<file path="config.mk">
export PLATFORM = sky130hd
export DESIGN_NAME = uart_link_tester
export DESIGN_NICKNAME = d
export VERILOG_FILES = /design/src/rtl/uart_link_tester.sv
export SDC_FILE = /design/constraint.sdc
export NUM_CORES = 1
export LEC_CHECK = 0
export CAP_MARGIN = 0
export CORE_UTILIZATION = 42
export CTS_BUF_LIST = sky130_fd_sc_hd__clkbuf_8
export CTS_CLUSTER_DIAMETER = 150
export CTS_CLUSTER_SIZE = 10
export DETAILED_ROUTE_END_ITERATION = 8
export DONT_BUFFER_PORTS = 1
export GPL_ROUTABILITY_DRIVEN = 1
export PLACE_DENSITY = 0.67
export SLEW_MARGIN = 0
export SYNTH_ARGS = -nofsm -noshare
export SYNTH_HDL_FRONTEND = slang
export SYNTH_SLANG_ARGS = --single-unit
export TNS_END_PERCENT = 5
</file>
<file path="constraint.sdc">
create_clock -name clk -period 2.05 [get_ports clk]
set_input_delay 0.41 -clock clk [delete_from_list [all_inputs] [get_ports clk]]
set_output_delay 0.41 -clock clk [all_outputs]
set_load 0.01 [all_outputs]
</file>
<file path="src/rtl/uart_link_tester.sv">
// rtl/uart_link_tester.sv - UART TX/RX pair with loopback word checker and error counter
module uart_link_tester #(
   parameter int CLK_HZ    = 50_000_000,
   parameter int BAUD      = 115200,
   parameter int DATA_BITS = 8,
   parameter int PARITY    = 0,
   parameter int STOP_BITS = 1
) (
   input  logic                 clk,
   input  logic                 rst_n,
   input  logic                 st,
   input  logic [DATA_BITS-1:0] dat,
   output logic                 txd,
   output logic                 busy,
   input  logic                 rxd,
   output logic [DATA_BITS-1:0] rx_dat,
   output logic                 rx_ok,
   output logic                 par_err,
   output logic                 frm_err,
   output logic                 match,
   output logic [7:0]           err_cnt
);

   localparam int DIV  = CLK_HZ / BAUD;
   localparam int CW   = $clog2(DIV + 1);
   localparam logic [CW-1:0] CNT_LAST  = CW'(DIV - 1);
   localparam logic [CW-1:0] CNT_HALF  = CW'(DIV / 2 - 1);
   localparam logic [3:0]    DATA_LAST = 4'(DATA_BITS - 1);
   localparam logic [3:0]    STOP_LAST = 4'(STOP_BITS - 1);
   localparam logic          PAR_ODD   = (PARITY == 1);

   typedef enum logic [2:0] {S_IDLE, S_START, S_DATA, S_PAR, S_STOP} state_t;

   // ---------------- transmitter ----------------
   state_t                 tx_state, tx_next;
   logic                   st_s1, st_s2, st_s3, st_rise;
   logic [CW-1:0]          tx_cnt;
   logic [3:0]             tx_idx;
   logic [DATA_BITS-1:0]   tx_sh;
   logic [DATA_BITS-1:0]   last_tx;
   logic                   tx_par;
   logic                   tx_load;
   logic                   tx_bit_end;

   assign tx_bit_end = (tx_cnt == CNT_LAST);
   assign busy       = (tx_state != S_IDLE);

   // Synchronise st and register its rising edge; the extra stage sets the start latency.
   always_ff @(posedge clk or negedge rst_n) begin
      if (!rst_n) begin
         st_s1   <= 1'b0;
         st_s2   <= 1'b0;
         st_s3   <= 1'b0;
         st_rise <= 1'b0;
      end else begin
         st_s1   <= st;
         st_s2   <= st_s1;
         st_s3   <= st_s2;
         st_rise <= st_s2 & ~st_s3;
      end
   end

   // TX state register.
   always_ff @(posedge clk or negedge rst_n) begin
      if (!rst_n) tx_state <= S_IDLE;
      else        tx_state <= tx_next;
   end

   // TX next state; a start edge seen while busy is simply dropped.
   always_comb begin
      tx_next = tx_state;
      tx_load = 1'b0;
      case (tx_state)
         S_IDLE:  if (st_rise) begin
                     tx_next = S_START;
                     tx_load = 1'b1;
                  end
         S_START: if (tx_bit_end) tx_next = S_DATA;
         S_DATA:  if (tx_bit_end && tx_idx == DATA_LAST)
                     tx_next = (PARITY != 0) ? S_PAR : S_STOP;
         S_PAR:   if (tx_bit_end) tx_next = S_STOP;
         S_STOP:  if (tx_bit_end && tx_idx == STOP_LAST) tx_next = S_IDLE;
         default: tx_next = S_IDLE;
      endcase
   end

   // TX bit timer, bit index and data shifter; the word and its parity are frozen at start.
   always_ff @(posedge clk or negedge rst_n) begin
      if (!rst_n) begin
         tx_cnt  <= '0;
         tx_idx  <= '0;
         tx_sh   <= '0;
         last_tx <= '0;
         tx_par  <= 1'b0;
      end else if (tx_load) begin
         tx_sh   <= dat;
         last_tx <= dat;
         tx_par  <= (^dat) ^ PAR_ODD;
         tx_cnt  <= '0;
         tx_idx  <= '0;
      end else if (tx_state == S_IDLE) begin
         tx_cnt <= '0;
         tx_idx <= '0;
      end else if (tx_bit_end) begin
         tx_cnt <= '0;
         tx_idx <= (tx_next != tx_state) ? 4'd0 : tx_idx + 4'd1;
         if (tx_state == S_DATA) tx_sh <= tx_sh >> 1;
      end else begin
         tx_cnt <= tx_cnt + 1'b1;
      end
   end

   // Line level chosen by the current TX state; idle and stop bits are high.
   always_comb begin
      txd = 1'b1;
      case (tx_state)
         S_START: txd = 1'b0;
         S_DATA:  txd = tx_sh[0];
         S_PAR:   txd = tx_par;
         default: txd = 1'b1;
      endcase
   end

   // ---------------- receiver ----------------
   state_t                 rx_state, rx_next;
   logic                   rx_s1, rx_s2, rx_s3;
   logic                   rx_fall;
   logic [CW-1:0]          rx_cnt;
   logic [3:0]             rx_idx;
   logic [DATA_BITS-1:0]   rx_sh;
   logic                   rx_pbit;
   logic                   stop_bad;
   logic                   rx_sample;
   logic                   rx_done;

   assign rx_fall = rx_s3 & ~rx_s2;

   // Synchronise rxd; stages reset high so a reset never fakes a start edge.
   always_ff @(posedge clk or negedge rst_n) begin
      if (!rst_n) begin
         rx_s1 <= 1'b1;
         rx_s2 <= 1'b1;
         rx_s3 <= 1'b1;
      end else begin
         rx_s1 <= rxd;
         rx_s2 <= rx_s1;
         rx_s3 <= rx_s2;
      end
   end

   // RX state register.
   always_ff @(posedge clk or negedge rst_n) begin
      if (!rst_n) rx_state <= S_IDLE;
      else        rx_state <= rx_next;
   end

   // RX next state: half-bit start check, then one sample per bit centre.
   always_comb begin
      rx_next   = rx_state;
      rx_done   = 1'b0;
      rx_sample = 1'b0;
      case (rx_state)
         S_IDLE:  if (rx_fall) rx_next = S_START;
         S_START: begin
                     rx_sample = (rx_cnt == CNT_HALF);
                     if (rx_sample) rx_next = rx_s2 ? S_IDLE : S_DATA;
                  end
         S_DATA:  begin
                     rx_sample = (rx_cnt == CNT_LAST);
                     if (rx_sample && rx_idx == DATA_LAST)
                        rx_next = (PARITY != 0) ? S_PAR : S_STOP;
                  end
         S_PAR:   begin
                     rx_sample = (rx_cnt == CNT_LAST);
                     if (rx_sample) rx_next = S_STOP;
                  end
         S_STOP:  begin
                     rx_sample = (rx_cnt == CNT_LAST);
                     if (rx_sample && rx_idx == STOP_LAST) begin
                        rx_next = S_IDLE;
                        rx_done = 1'b1;
                     end
                  end
         default: rx_next = S_IDLE;
      endcase
   end

   // RX timer, bit capture and frame delivery with parity/framing flags.
   always_ff @(posedge clk or negedge rst_n) begin
      if (!rst_n) begin
         rx_cnt   <= '0;
         rx_idx   <= '0;
         rx_sh    <= '0;
         rx_pbit  <= 1'b0;
         stop_bad <= 1'b0;
         rx_dat   <= '0;
         rx_ok    <= 1'b0;
         par_err  <= 1'b0;
         frm_err  <= 1'b0;
      end else begin
         rx_ok <= 1'b0;
         if (rx_state == S_IDLE || rx_sample) rx_cnt <= '0;
         else                                 rx_cnt <= rx_cnt + 1'b1;
         if (rx_state != rx_next) rx_idx <= '0;
         else if (rx_sample)      rx_idx <= rx_idx + 4'd1;
         if (rx_state == S_IDLE) stop_bad <= 1'b0;
         if (rx_sample && rx_state == S_DATA) rx_sh <= {rx_s2, rx_sh[DATA_BITS-1:1]};
         if (rx_sample && rx_state == S_PAR)  rx_pbit <= rx_s2;
         if (rx_sample && rx_state == S_STOP && !rx_s2) stop_bad <= 1'b1;
         if (rx_done) begin
            rx_dat  <= rx_sh;
            rx_ok   <= 1'b1;
            par_err <= (PARITY != 0) && (rx_pbit != ((^rx_sh) ^ PAR_ODD));
            frm_err <= stop_bad | ~rx_s2;
         end
      end
   end

   // ---------------- checker ----------------
   // One clock after delivery, compare with the last sent word and count failures.
   always_ff @(posedge clk or negedge rst_n) begin
      if (!rst_n) begin
         match   <= 1'b0;
         err_cnt <= 8'd0;
      end else if (rx_ok) begin
         match <= (rx_dat == last_tx) && !par_err && !frm_err;
         if (!((rx_dat == last_tx) && !par_err && !frm_err) && err_cnt != 8'hFF)
            err_cnt <= err_cnt + 8'd1;
      end
   end

endmodule
</file>
# After elaboration in Yosys (flattened, before gate mapping)

Cells that the tools add are included.
W data, S select, Z words.

Eq/ne operators: 18
Bitwise operators: 5
Reductions and logical operators: 27
$add $sub $neg: 5
Multiplexer cells: 36

Operator list:

| kind                  | number |
|---|---|
| $mux W9               | 4 |
| $mux W8               | 4 |
| $mux W3               | 10 |
| $pmux W3 S5           | 2 |
| $mux W4               | 6 |
| $add A9 B1 Y9 const B | 2 |
| $eq A9 B9 Y1 const B  | 2 |
| $eq A3 B2 Y1 const B  | 4 |
| $eq A9 B8 Y1 const B  | 1 |
| $logic_and A1 B1 Y1   | 9 |
| $add A4 B1 Y4 const B | 2 |
| $add A8 B1 Y8 const B | 1 |
| $eq A4 B3 Y1 const B  | 2 |
| $eq A8 B8 Y1          | 1 |
| $logic_not A4 Y1      | 2 |
| $ne A8 B8 Y1 const B  | 1 |
| $reduce_bool A2 Y1    | 4 |
| $reduce_xor A8 Y1     | 1 |
| $mux W1               | 7 |
| $eq A3 B1 Y1 const B  | 2 |
| $eq A3 B3 Y1 const B  | 2 |
| $logic_not A3 Y1      | 2 |
| $ne A3 B3 Y1          | 2 |
| $reduce_bool A3 Y1    | 2 |
| other kinds (12)      | 16 |

Bits of input ports: 12
Output and inout port bits: 22
Register bits after elaboration: 84

# Longest topological paths before layout

Gate-level depths: netlist (run 1).

Depth in word-level cells: 9
Gate-level depth with buffers: 8
Depth with buffers taken out: 7

# Worst setup path after synthesis (run 1)

OpenSTA, ideal clock, no wires.

Path kind: register to register
Start: reg rx_cnt[1]
End: reg rx_sh[0]
Data arrival time: 1.731 ns
Setup time: 0.125 ns
Stages on the path, launching flop included: 7
Period minus slack after synthesis: 1.856 ns
Path buffers: 0
Setup slack: 0.194 ns
Cells stage by stage: dfrtp_1 -> inv_1 -> ha_1 -> nand4bb_1 -> or3_1 -> nor2_4 -> mux2_2

Longest elaborated chain between the ends: 3

Ends and longest elaborated chain:

| item                                                | line | RTL |
|---|---|---|
| start, declared                                     | 128  | `logic [CW-1:0] rx_cnt;` |
| start signal, assigned                              | 203  | `else rx_cnt <= rx_cnt + 1'b1;` |
| $eq A9 B9 Y1 / $eq A9 B8 Y1 (equally long branches) | n/a  |  |
| $pmux W1 S2 (*)                                     | 162  | `case (rx_state)` |
| $logic_and A1 B1 Y1 (*)                             | 207  | `if (rx_sample && rx_state == S_DATA) rx_sh <= {rx_s2, rx_sh[DATA_BITS-1:1]};` |
| end signal, assigned                                | 207  |  |
| end, declared                                       | 130  | `logic [DATA_BITS-1:0] rx_sh;` |

Every way passes the cells marked *; elsewhere a longest branch is shown, timed or not.
A chain may end at the register's enable or synchronous reset.

# Final worst setup path (run 1)

Start: reg rx_cnt[1]
End: reg rx_sh[2]

Same word-level chain as after synthesis.

==> results of run 1 <==
layer usage:
metal	routed length, um	vias up	GRT usage [%]	share of wire [%]
met5	0	-	0	0
met4	147	0	7.469	2.1
met3	275	17	3.830	3.8
met2	3393	52	25.57	47
met1	3349	1286	20.15	47
li1	-	1299	-	-
cells in the mapped netlist (2+ instances only):
| master | n | share of area [%] |
|---|---|---|
| buf_2 | 3 | 0.37 |
| nand3_1 | 14 | 1.7 |
| a21oi_1 | 7 | 0.87 |
| a311o_1 | 2 | 0.50 |
| buf_6 | 2 | 0.56 |
| nand2b_1 | 4 | 0.62 |
| ha_1 | 10 | 3.1 |
| and3_1 | 7 | 1.1 |
| xnor2_1 | 24 | 5.2 |
| dfstp_2 | 3 | 2.0 |
| or3_1 | 2 | 0.31 |
| or2_2 | 3 | 0.47 |
| a31oi_1 | 6 | 0.93 |
| mux2i_1 | 8 | 2.0 |
| nor3b_1 | 2 | 0.37 |
| nand4b_1 | 2 | 0.43 |
| nor2_1 | 37 | 3.4 |
| mux2_2 | 17 | 4.7 |
| a21o_1 | 3 | 0.56 |
| nand4_1 | 6 | 0.93 |
| nand2_1 | 41 | 3.8 |
| o31ai_1 | 3 | 0.56 |
| o21ai_0 | 16 | 2.0 |
| dfrtp_1 | 81 | 50 |
| nor3_1 | 5 | 0.62 |
| inv_1 | 20 | 1.9 |
| nand4bb_1 | 2 | 0.56 |
| xor2_1 | 13 | 2.8 |
| clkbuf_1 | 6 | 0.56 |
cell type report:
type,instances,area [sq um]
Multi-Input combinational cell,260,1790
Timing Repair Buffer,12,90.09
Tap cell,129,161.4
Fill cell,882,4848
Clock buffer,12,165.2
Clock inverter,4,47.55
Inverter,20,75.07
Sequential cell,84,2106
through the flow:
step / area, sq um / setup slack (ps)
CTS: 4431 / 60.88
global route: 4436 / 22.50
global placement: 4218 / 149.1
detailed placement: 4218 / 70.32
finish: 4436 / 105.8
floorplan: 4034 / 193.9
cells by family after synthesis:
kind of cell / after synthesis / share of synthesized area, %
AND/OR/NAND/NOR: 140 / 18.39
other: 1 / 0.09296
flip-flops: 84 / 52.20
AO/OA/AOI/OAI: 46 / 7.538
XOR/XNOR: 37 / 8.033
buffers and inverters: 32 / 3.536
adder cells (fa/ha/maj): 10 / 3.102
multiplexers: 26 / 7.103
worst reg2reg max path, delay by kind of cell, from the launching register on:
| family | cells | cell delay, ps |
|---|---|---|
| AND/OR/NAND/NOR | 3 | 820 |
| flip-flops | 1 | 400 |
| multiplexers | 1 | 370 |
| adder cells (fa/ha/maj) | 1 | 150 |
| buffers and inverters | 1 | 90 |
final timing paths:
check | from | end | slack, ps | cells past startpoint
max reg2reg | rx_cnt[1] | rx_sh[2] | 110 | 6
min in group clk | rxd | rx_s1 | 50 | 0
max | rx_cnt[1] | rx_sh[2] | 110 | 6
max in group asynchronous | rst_n | rx_s3 | 2090 | 0
min reg2reg | rx_s1 | rx_s2 | 360 | 0
min | rst_n | tx_sh[4] | -260 | 0
power by group:
part | switching [W] | internal (W) | leakage (nW)
combinational | 0.000286 | 0.000291 | 0.890
clock | 0.000580 | 0.000659 | 0.114
sequential | 0.000195 | 0.00188 | 1.11
total | 0.00106 | 0.00283 | 2.11
timing repair:
action,in CTS,in global routing
hold endpoints to repair,84,84
resized for setup,0,1
endpoints found under the setup margin,0,8
registers in the layout (all words and copies together), names as in the netlist, 3 cells and up:
| name | count |
|---|---|
| rx_cnt | 9 |
| tx_state | 3 |
| tx_idx | 4 |
| rx_idx | 4 |
| rx_sh | 8 |
| err_cnt | 8 |
| rx_dat | 8 |
| tx_sh | 8 |
| last_tx | 8 |
| tx_cnt | 9 |
| rx_state | 3 |
==> run_results.csv, run 1 <==
group,metric,value,unit
sta,timing_max_transition_violations_final,0,
final_layout,layout.cells.most_common,"dfrtp_1",
final_layout,layoutNonFillerInstCount,521,
die,floorplan.die_area,0.01000,sq mm
sta,finalSetupTns,0,ps
die,floorplan.io_pins,34,
logic_synthesis,yosys_warnings,0,
setup_path,timing.critical_path.cells,"inv_1 -> ha_1 -> nand4bb_1 -> or3_4 -> nor2_4 -> mux2_2",
detailed_routing,detail-route-antenna-nets,0,
detailed_routing,route.vias.total,2654,
logic_synthesis,async_reset_ff_share,100.0,%
setup_path,start_kind,"register",
clock_network,worst_setup_hold_path_clk_slew,90,ps
clock_network,cts_inserted_buffers,9,
die,chipWidth,100,um
placement,port_buffers,0,
final_layout,area_growth_syn_to_layout,9.956,%
sta,relSlewSlack,65.83,%
power,power.ir.vdd_worst,0.0003177,V
setup_path,critical_path.endpoint_type,"register",
clock_network,cts_sinks,84,
grt,overflow,0,
grt,globalRouteTotalUtil,15.85,%
placement,hpwl,5060,um
sta,hold-worst-slack,-262.3,ps
sta,setup-violations-final,0,
logic_synthesis,syn-num-nets,398,
logic_synthesis,synth-seq-cells,84,
setup_path,arrival_time_at_the_worst_endpoint,2180,ps
grt,grt_pass1_wl,12540,um
clock_network,worstSkewPairLatency,350,ps
final_layout,nets,409,
setup_path,slowest_delay,400,ps
logic_synthesis,synth_sequential_area_ratio,52.20,%
final_layout,final_layout_size_suffix_gt1_share,15.56,%
sta,timing.final.crit_period,1944,ps
die,fp.coreArea,0.009284,sq mm
logic_synthesis,synth_top_flop_cell,"dfrtp_1",
clock_network,cts_root_buffer,"clkbuf_8",
logic_synthesis,netlist_instances,376,
hold_path,timing.hold.worst.class,"input port to asynchronous set/reset pin",
setup_path,critical_path.n_buffers_inverters,1,
sta,setup_repair_after_global_routing_missed_its_margin,"no",
grt,first_global_vias,2677,
detailed_routing,wirelength,7165,um
run_status,violations,"negative hold slack",
logic_synthesis,number_of_distinct_library_cells_after_synthesis,56,
detailed_routing,routedWlPerCell,13.75,um
detailed_routing,drtIter0Drc,130,
final_layout,finish.utilization,47.78,%
power,p_leak,2.113,nW
grt,antenna_found_initial,0,
setup_path,critPathMaxFanout,8,
clock_network,cts.htree.levels,3,
final_layout,final_cell_mix,"81 x dfrtp_1, 41 x nand2_1, 37 x nor2_1, 24 x xnor2_1, 21 x inv_1",
setup_path,crit_path_top_delay_cell,"dfrtp_1",
placement,place_congestion,0.8496,
die,die_height,100,um
setup_path,critical_path_class,"register to register",
clock_network,cts_setup_buffers,0,
detailed_routing,drt_pre_antenna_iters,4,
sta,clock.fmax,514.3,MHz
die,start_util,43.45,%
detailed_routing,route.detailed.drc,0,
placement,numPlacedInstances,505,
sta,clock-skew-final,10.75,ps
setup_path,critPathTopFamily,"simple AND/OR/NAND/NOR gates",
power,powerDensity,876.0,mW/mm^2
logic_synthesis,synth_edf_count,0,
die,num_rows,35,
detailed_routing,drt-vias-per-instance,5.094,
job,cap_viol_max_count,0,
clock_network,tritoncts,"built",
logic_synthesis,netlist_area,0.004034,sq mm
sta,timing.final.crit_share,94.84,%
sta,timing.final.hold_violations,84,
final_layout,insertedDiodeCount,0,
clock_network,ctsLongestPathBuffers,2,
grt,grt_start_max_net_pins,85,
logic_synthesis,synth_area_per_cell,10.73,sq um
sta,worst-slew-pin-transition,507.8,ps
power,post-layout-total-power,0.003885,W
run_status,outcome,"finished with violations",
setup_path,worst_ep_required_time,2290,ps
No activity file was read; power rests on OpenSTA's default activity.
==> run 2: changes to the inputs <==
--- a/config.mk
+++ b/config.mk
@@ -6,14 +6,15 @@
 export NUM_CORES = 1
 export LEC_CHECK = 0
 export CAP_MARGIN = 0
-export CORE_UTILIZATION = 42
+export CORE_UTILIZATION = 55
 export CTS_BUF_LIST = sky130_fd_sc_hd__clkbuf_8
 export CTS_CLUSTER_DIAMETER = 150
 export CTS_CLUSTER_SIZE = 10
 export DETAILED_ROUTE_END_ITERATION = 8
 export DONT_BUFFER_PORTS = 1
 export GPL_ROUTABILITY_DRIVEN = 1
-export PLACE_DENSITY = 0.67
+export PLACE_DENSITY = 0.81
+export RECOVER_POWER = 100
 export SLEW_MARGIN = 0
 export SYNTH_ARGS = -nofsm -noshare
 export SYNTH_HDL_FRONTEND = slang
==> run 2 against run 1 <==
  * The flow still finishes with violations (negative hold slack)
  * Setup slack better by 15 ps
  * Routed wire length up 1.9%
  * Worst hold slack worse by 10 ps
  * Non-clock buffer count up 1
  * Clock-buffer cell count down 3
  * Critical endpoint is now err_cnt[1]
  * Largest cell class unchanged
  * Highest routed layer unchanged
==> run_results.csv, run 2 (synthesis results as in run 1) <==
group,metric,value,unit
setup_path,critPathMaxFanout,3,
setup_path,slowest_delay,480,ps
clock_network,cts_inserted_buffers,9,
sta,setup_repair_after_global_routing_missed_its_margin,"no",
die,start_util,58.09,%
placement,numPlacedInstances,472,
sta,setup-violations-final,0,
clock_network,cts.htree.levels,3,
power,seqPwrFrac,55.2,%
setup_path,critical_path_class,"register to register",
hold_path,timing.hold.worst.class,"input port to asynchronous set/reset pin",
placement,port_buffers,0,
power,power.ir.vdd_worst,0.0003625,V
setup_path,timing.critical_path.cells,"xnor2_1 -> nand4_1 -> or4_1 -> and3_1 -> mux2_4",
final_layout,nets,410,
placement,place_congestion,0.8652,
final_layout,final_cell_mix,"81 x dfrtp_1, 41 x nand2_1, 37 x nor2_1, 24 x xnor2_1, 20 x inv_1",
clock_network,ctsLongestPathBuffers,2,
grt,grt_start_max_net_pins,85,
run_status,violations,"negative hold slack",
final_layout,insertedDiodeCount,0,
die,floorplan.die_area,0.007681,sq mm
sta,timing.final.crit_share,94.12,%
grt,first_global_vias,2789,
detailed_routing,detail-route-antenna-nets,0,
placement,hpwl,5229,um
die,floorplan.io_pins,34,
detailed_routing,routedWlPerCell,14.93,um
grt,grt_pass1_wl,12790,um
sta,timing.final.hold_violations,84,
clock_network,worst_setup_hold_path_clk_slew,90,ps
power,p_leak,2.085,nW
setup_path,critical_path.endpoint_type,"register",
die,die_height,87.64,um
final_layout,reg_top3,"rx_cnt x9, tx_cnt x9",
final_layout,final_layout_size_suffix_gt1_share,14.50,%
clock_network,cts_sinks,84,
detailed_routing,route.detailed.drc,0,
die,fp.coreArea,0.006944,sq mm
sta,timing_max_transition_violations_final,0,
setup_path,critPathTopFamily,"simple AND/OR/NAND/NOR gates",
power,clkPwrFrac,28.2,%
setup_path,setup.reg_to_reg.worst_slack,120,ps
power,combinational_power_share,16.7,%
setup_path,worst_ep_required_time,2300,ps
die,num_rows,30,
die,chipWidth,87.64,um
grt,globalRouteTotalUtil,21.79,%
clock_network,worstSkewPairLatency,360,ps
run_status,outcome,"finished with violations",
power,powerDensity,863.2,mW/mm^2
clock_network,cts_root_buffer,"clkbuf_8",
setup_path,reg2regPathDepth,5,
detailed_routing,wirelength,7303,um
final_layout,area_growth_syn_to_layout,7.475,%
setup_path,reg2reg_to,"err_cnt[1]",
setup_path,crit_path_top_delay_cell,"or4_1",
sta,clock.fmax,518.3,MHz
setup_path,arrival_time_at_the_worst_endpoint,2180,ps
setup_path,setup.worst_path.start,"rx_dat[6]",
detailed_routing,route.vias.total,2729,
setup_path,critical_path.n_buffers_inverters,0,
clock_network,tritoncts,"built",
power,power.switching_fraction,29.69,%
setup_path,reg2reg_from,"rx_dat[6]",
power,p_int,0.002631,W
sta,hold-worst-slack,-272.3,ps
sta,finalSetupTns,0,ps
final_layout,layoutNonFillerInstCount,489,
grt,antenna_found_initial,0,
power,netSwitchingPower,0.001111,W
detailed_routing,drt_pre_antenna_iters,4,
detailed_routing,drtIter0Drc,139,
setup_path,start_kind,"register",
detailed_routing,drt-vias-per-instance,5.581,
sta,timing.final.crit_period,1930,ps
setup_path,cp_num_cells,5,
final_layout,layout.cells.most_common,"dfrtp_1",
sta,clock-skew-final,11.32,ps
job,cap_viol_max_count,0,
grt,overflow,0,
## run 2: worst max-delay path by stage
stage / endpoint / slack, ps
2_1_floorplan: rx_sh[0] / 190
3_3_place_gp: rx_sh[0] / 110
3_5_place_dp: rx_sh[4] / 20
4_1_cts: rx_sh[4] / 30
5_1_grt: rx_sh[6] / 20
6_report: err_cnt[1] / 120
## run 2: worst reg2reg max path, cell delays in order, from the launching register on
cell and delay, ps:
dfrtp_1 470, xnor2_1 180, nand4_1 140, or4_1 480, and3_1 260, mux2_4 300
## run 2: what timing repair did
| action | 4_1_cts | 5_1_grt |
|---|---|---|
| buffers inserted | 0 | 1 |
| pin swaps | 1 | 3 |
| gates resized for setup | 2 | 1 |
| endpoints found under the setup margin | 8 | 9 |
| hold endpoints to repair | 84 | 84 |
| gates cloned | 0 | 0 |
## run 2: area by class of cell
cell class,count,area [sq um]
Fill cell,545,2609
Sequential cell,84,2106
Multi-Input combinational cell,260,1779
Clock buffer,9,123.9
Tap cell,96,120.1
Timing Repair Buffer,13,78.83
Inverter,20,75.07
Clock inverter,7,52.55
## run 2: layer usage
layer  track usage [%]  wire (um)  up-vias
met1             27.46       3219     1340
met4             8.644        129        0
met3             6.409        376       12
met2             35.51       3577       72
met5                 0          0        -
li1                  -          -     1305
## run 2: power groups by stage
| stage | registers [W] | clock network [W] | logic [W] |
|---|---|---|---|
| final | 0.00206 | 0.00105 | 0.000623 |
| after global routing | 0.00210 | 0.00116 | 0.000714 |
| after CTS | 0.00206 | 0.00108 | 0.000628 |
| after detailed placement | 0.00209 | 0 | 0.000602 |
| after global placement | 0.00208 | 0 | 0.000565 |
| after floorplan | 0.00206 | 0 | 0.000451 |
## run 2: through the flow
| step | cell area (sq um) | setup slack [ps] | total power (W) | hold WS [ps] | util, % |
|---|---|---|---|---|---|
| after detailed placement | 4177 | 22.24 | 0.002696 | 116.2 | 60.14 |
| after CTS | 4374 | 27.78 | 0.003775 | -276.6 | 62.99 |
| after global placement | 4177 | 111.8 | 0.002646 | 116.0 | 60.14 |
| after floorplan | 4034 | 193.9 | 0.002508 | 114.4 | - |
| after global routing | 4335 | 24.80 | 0.003970 | -295.0 | 62.43 |
| final | 4335 | 120.5 | 0.003742 | -272.3 | 62.43 |
